==> src/rtl/mem_bus_arbiter.sv <==
// Two-port (fetch/data) arbiter onto a single SRAM-like bus with one outstanding transaction.
// Round-robin on conflict; request fields are latched at grant so requesters may change them freely afterwards.
module mem_bus_arbiter #(
  parameter int ADDR_W = 32,
  parameter int DATA_W = 32
) (
  input  logic              clk,
  input  logic              rst,
  input  logic              i_en,
  input  logic [ADDR_W-1:0] i_addr,
  output logic [DATA_W-1:0] i_rdata,
  output logic              i_ok,
  input  logic              d_en,
  input  logic              d_wr,
  input  logic [1:0]        d_size,
  input  logic [ADDR_W-1:0] d_addr,
  input  logic [DATA_W-1:0] d_wdata,
  output logic [DATA_W-1:0] d_rdata,
  output logic              d_ok,
  output logic              bus_req,
  output logic              bus_wr,
  output logic [1:0]        bus_size,
  output logic [ADDR_W-1:0] bus_addr,
  output logic [DATA_W-1:0] bus_wdata,
  input  logic              bus_addr_ok,
  input  logic              bus_data_ok,
  input  logic [DATA_W-1:0] bus_rdata,
  output logic              stallreq
);

  typedef enum logic [1:0] {IDLE, ADDR, DATA} state_t;
  localparam logic PORT_I = 1'b0;
  localparam logic PORT_D = 1'b1;

  state_t            state;
  logic              owner;
  logic              last_grant;
  logic              wr_q;
  logic [1:0]        size_q;
  logic [ADDR_W-1:0] addr_q;
  logic [DATA_W-1:0] wdata_q;
  logic              grant_d;
  logic              completing;

  // D wins when alone, or on conflict when I was the previous winner
  assign grant_d = d_en & (~i_en | (last_grant == PORT_I));

  always_ff @(posedge clk) begin
    if (rst) begin
      state      <= IDLE;
      owner      <= PORT_I;
      last_grant <= PORT_I;
      wr_q       <= 1'b0;
      size_q     <= 2'd0;
      addr_q     <= '0;
      wdata_q    <= '0;
    end else begin
      case (state)
        IDLE: begin
          if (i_en | d_en) begin
            state      <= ADDR;
            owner      <= grant_d;
            last_grant <= grant_d;
            if (grant_d) begin
              wr_q    <= d_wr;
              size_q  <= d_size;
              addr_q  <= d_addr;
              wdata_q <= d_wdata;
            end else begin
              wr_q    <= 1'b0;
              size_q  <= 2'd2;
              addr_q  <= i_addr;
              wdata_q <= '0;
            end
          end
        end
        ADDR: if (bus_addr_ok) state <= DATA;
        DATA: if (bus_data_ok) state <= IDLE;
        default: state <= IDLE;
      endcase
    end
  end

  assign bus_req   = (state == ADDR);
  assign bus_wr    = bus_req & wr_q;
  assign bus_size  = bus_req ? size_q  : 2'd0;
  assign bus_addr  = bus_req ? addr_q  : '0;
  assign bus_wdata = bus_req ? wdata_q : '0;

  assign completing = (state == DATA) & bus_data_ok;
  assign i_ok       = completing & (owner == PORT_I);
  assign d_ok       = completing & (owner == PORT_D);
  assign i_rdata    = i_ok ? bus_rdata : '0;
  assign d_rdata    = d_ok ? bus_rdata : '0;

  assign stallreq = (i_en & ~i_ok) | (d_en & ~d_ok);

endmodule

==> config.mk <==
export PLATFORM = sky130hd
export DESIGN_NAME = mem_bus_arbiter
export DESIGN_NICKNAME = d
export VERILOG_FILES = /design/src/rtl/mem_bus_arbiter.sv
export SDC_FILE = /design/constraint.sdc
export NUM_CORES = 1
export LEC_CHECK = 0
export ABC_CLOCK_PERIOD_IN_PS = 1300
export BUFFER_PORTS_ARGS = -buffer_cell sky130_fd_sc_hd__buf_2
export CAP_MARGIN = 5
export CORE_MARGIN = 2
export CORE_UTILIZATION = 25
export CTS_CLUSTER_DIAMETER = 60
export DETAILED_ROUTE_END_ITERATION = 10
export PLACE_DENSITY = 0.53
export SLEW_MARGIN = 5
export SYNTH_ARGS = -nofsm -noshare
export SYNTH_HDL_FRONTEND = slang
export SYNTH_SLANG_ARGS = --single-unit
==> constraint.sdc <==
create_clock -name clk -period 1.3 [get_ports clk]
set_input_delay 0.065 -clock clk [delete_from_list [all_inputs] [get_ports clk]]
set_output_delay 0.065 -clock clk [all_outputs]
set_load 0.02 [all_outputs]
==> impl_metrics.ini <==
[clocking]
htree_levels = 3
cts_sinks = 70
clock_latency_ps = 330
numCtsBuffers = 9
clk_path_buf_depth = 2
cts_tree = done
cts_setup_buffers = 0
cts_root_buf = clkbuf_16
clkTransAtPathRegs_ps = 60

[global_routing]
grt_overflow = 0
grt_util_all_layers_pct = 18.2
grt_pass1_vias = 4779
grt_max_degree = 40
grt_pass1_wl_um = 23800
antenna_found_initial = 0

[timing]
period_minus_slack_ps = 1580
fin_skew_ps = 4.77
setup_viol = 136
fin_ws_ps = -285
drv_slew = 0
rsz0062_at_grt = yes
tightestPinTransition_ps = 417
post-route-period-util_pct = 122
max_freq_mhz = 631
slew-limit-headroom_pct = 72.2
hold_violations = 0

[synth]
ys_ff_latch = 70
avgSynthCellArea_um2 = 7.64
syn-cell-area_um2 = 3910
syn_nets = 649
synthCells = 512
post-synth-top-area-cell = dfxtp_1
synth_top_cell_area_share_pct = 35.8
seq_area_frac_synth_pct = 35.8
synth_cell_type_count = 25
yosys_warnings = 0
synthTopCellsByArea = dfxtp_1 (36%), and2_1 (21%), a21oi_1 (8.6%)

[worst_setup_path]
required_ps = 1240
ff2ff_path_depth = 5
path_depth = 5
path_class = reg2out
critical_path.max_stage_delay_ps = 320
worstReg2RegEnd = wdata_q[5]$_SDFFE_PP0P_
worstPathMaxFanout = 34
crit_path_top_delay_cell = dfxtp_2
cp_data_arrival_time_ps = 1520
crit_buf_inv = 2
timing.reg2reg.setup_slack_ps = -10
r2r-start = state[0]$_SDFFE_PP0P_
cp_top_family = simple AND/OR/NAND/NOR gates
cp_cell_sequence = nand3b_1, nor2_2, buf_12, and2_1, buf_4
crit_path_start_kind = register
endpoint_kind = primary output

[flow_run]
cap_violations = 0

[routing]
dr.first_iter.drc_count = 210
drc = 0
dr.pass1.iters = 5
postRouteAntennaNets = 0
routed_via_density = 4.70
vias = 4971
avgRoutedWirePerCell_um = 15.3
routed_wl_um = 16200

[floorplan]
ios = 272
start_util_pct = 25.6
die_area_um2 = 16700
die_h_um = 129
rows = 45
die_w_um = 129
core_um2 = 15300

[cells_and_area]
drive_above_1_share_pct = 39.9
area_growth_pct = 86.5
nets = 978
fin_cells = 1057
multiInputGateArea_um2 = 2290
num-fill-cells = 1402
regArea_um2 = 1410
fin_util_pct = 47.8

[power]
p_per_area_nw_per_um2 = 925
total_leakage_power_nw = 3.33
ir_worst_vdd_mv = 0.639

[place]
gp_congestion = 0.738
placed_cells = 964
port-buffer-count = 271
dp.final_hpwl_um = 10300

[worst_hold_path]
hold_end = addr_q[28]$_SDFFE_PP0P_
min_from = d_addr[28]
hp-class = in2reg
hold_depth = 3

[outcome]
violations = negative setup slack
status = complete, but fails checks
## worst register-to-register path, delay by kind of cell, from the launching register on
family,cells,cell delay (ps)
and+or+nand+nor,2,360
buffers and inverters,2,370
DFF,1,320
AOI/OAI and AO/OA,1,180
## logic make-up after synthesis
kind of cell	share of synthesized area, %
compound gates	23.3
buf+inv	6.37
flops	35.8
simple gates	34.5
## how the worst max path moves through the flow
stage | startpoint | endpoint | slack [ps]
finish | state[0]$_SDFFE_PP0P_ | d_rdata[4] | -280
global route | state[0]$_SDFFE_PP0P_ | d_rdata[4] | -370
CTS | state[0]$_SDFFE_PP0P_ | i_rdata[30] | -320
detailed placement | state[1]$_SDFFE_PP0P_ | d_rdata[28] | -50
global placement | last_grant$_SDFFE_PP0P_ | d_rdata[28] | -50
floorplan | state[0]$_SDFFE_PP0P_ | stallreq | -40
## repair_timing
action                                  4_1_cts  5_1_grt
endpoints found under the setup margin      140      200
hold endpoints to repair                     57        0
gates resized for setup                     121       73
pin swaps                                     1        1
hold buffers                                 77        0
## where the power goes
group          switching, W  total, W  leakage (nW)  internal [W]
Combinational      0.000958   0.00187          2.61      0.000915
Sequential        0.0000898   0.00244         0.578       0.00235
Clock              0.000912   0.00243         0.141       0.00152
Total               0.00196   0.00675          3.33       0.00479
## stage by stage
step / area, µm² / setup slack, ps / hold slack (ps) / power, W / TNS [ps]
2_1_floorplan: 3920 / -38.6 / 218 / 0.00336 / -38.6
3_5_place_dp: 5680 / -50.0 / 333 / 0.00408 / -92.6
3_3_place_gp: 5680 / -52.0 / 333 / 0.00408 / -52.0
4_1_cts: 7080 / -320 / 0.656 / 0.00681 / -37280
5_1_grt: 7290 / -371 / 8.97 / 0.00710 / -46460
6_report: 7300 / -285 / 8.44 / 0.00675 / -33230
## area by class of cell
cell class / instances / share of cell area [%]
multi-input cells: 384 / 31.4
diodes: 1 / 0.0343
well taps: 211 / 3.62
clock inverters: 4 / 0.652
repair buffers: 373 / 41.5
flip-flops and latches: 70 / 19.3
inverters: 3 / 0.154
clock buffers: 11 / 3.33
## layer usage
layer	vias to the layer above	part of all wire [%]	GRT usage (%)
met3	32	6.7	4.46
met5	-	0	0
met2	228	51	33.6
li1	2430	-	-
met1	2281	40	20.4
met4	0	2.8	6.14
## synthesized netlist by cell type
master / n
inv_1: 3
nor2_4: 1
buf_1: 1
nand4_1: 34
buf_4: 3
nand3b_1: 1
a21bo_2: 1
o21a_1: 1
nor2_2: 1
buf_2: 16
nor2_1: 5
nor2b_1: 2
nand3_1: 1
a311oi_2: 10
dfxtp_1: 70
a21oi_1: 67
o21ai_0: 37
and2_1: 131
a311oi_1: 22
o221a_2: 1
nand2_1: 65
or2_1: 2
a21boi_2: 1
clkbuf_1: 35
a22oi_1: 1
## sequential cells by signal, summed over array words and instances (netlist names)
| signal | cells |
|---|---|
| last_grant | 1 |
| wr_q | 1 |
| wdata_q | 32 |
| state | 2 |
| size_q | 2 |
| addr_q | 32 |
## layout by cell type (no fill, tap or decap), types with 3 or more instances in the layout
cell type,Yosys,layout
dfxtp_1,70,67
buf_12,0,15
a311oi_1,22,22
nand2_1,65,65
and2_4,0,5
nand4_1,34,34
buf_6,0,53
nor2_2,1,3
clkbuf_16,0,9
a311oi_2,10,10
buf_2,16,140
o21ai_0,37,37
a21oi_1,67,67
dlygate4sd3_1,0,77
dfxtp_2,0,3
buf_4,3,88
and2_1,131,126
inv_1,3,3
Note: power is estimated with default switching activity, not from simulation.
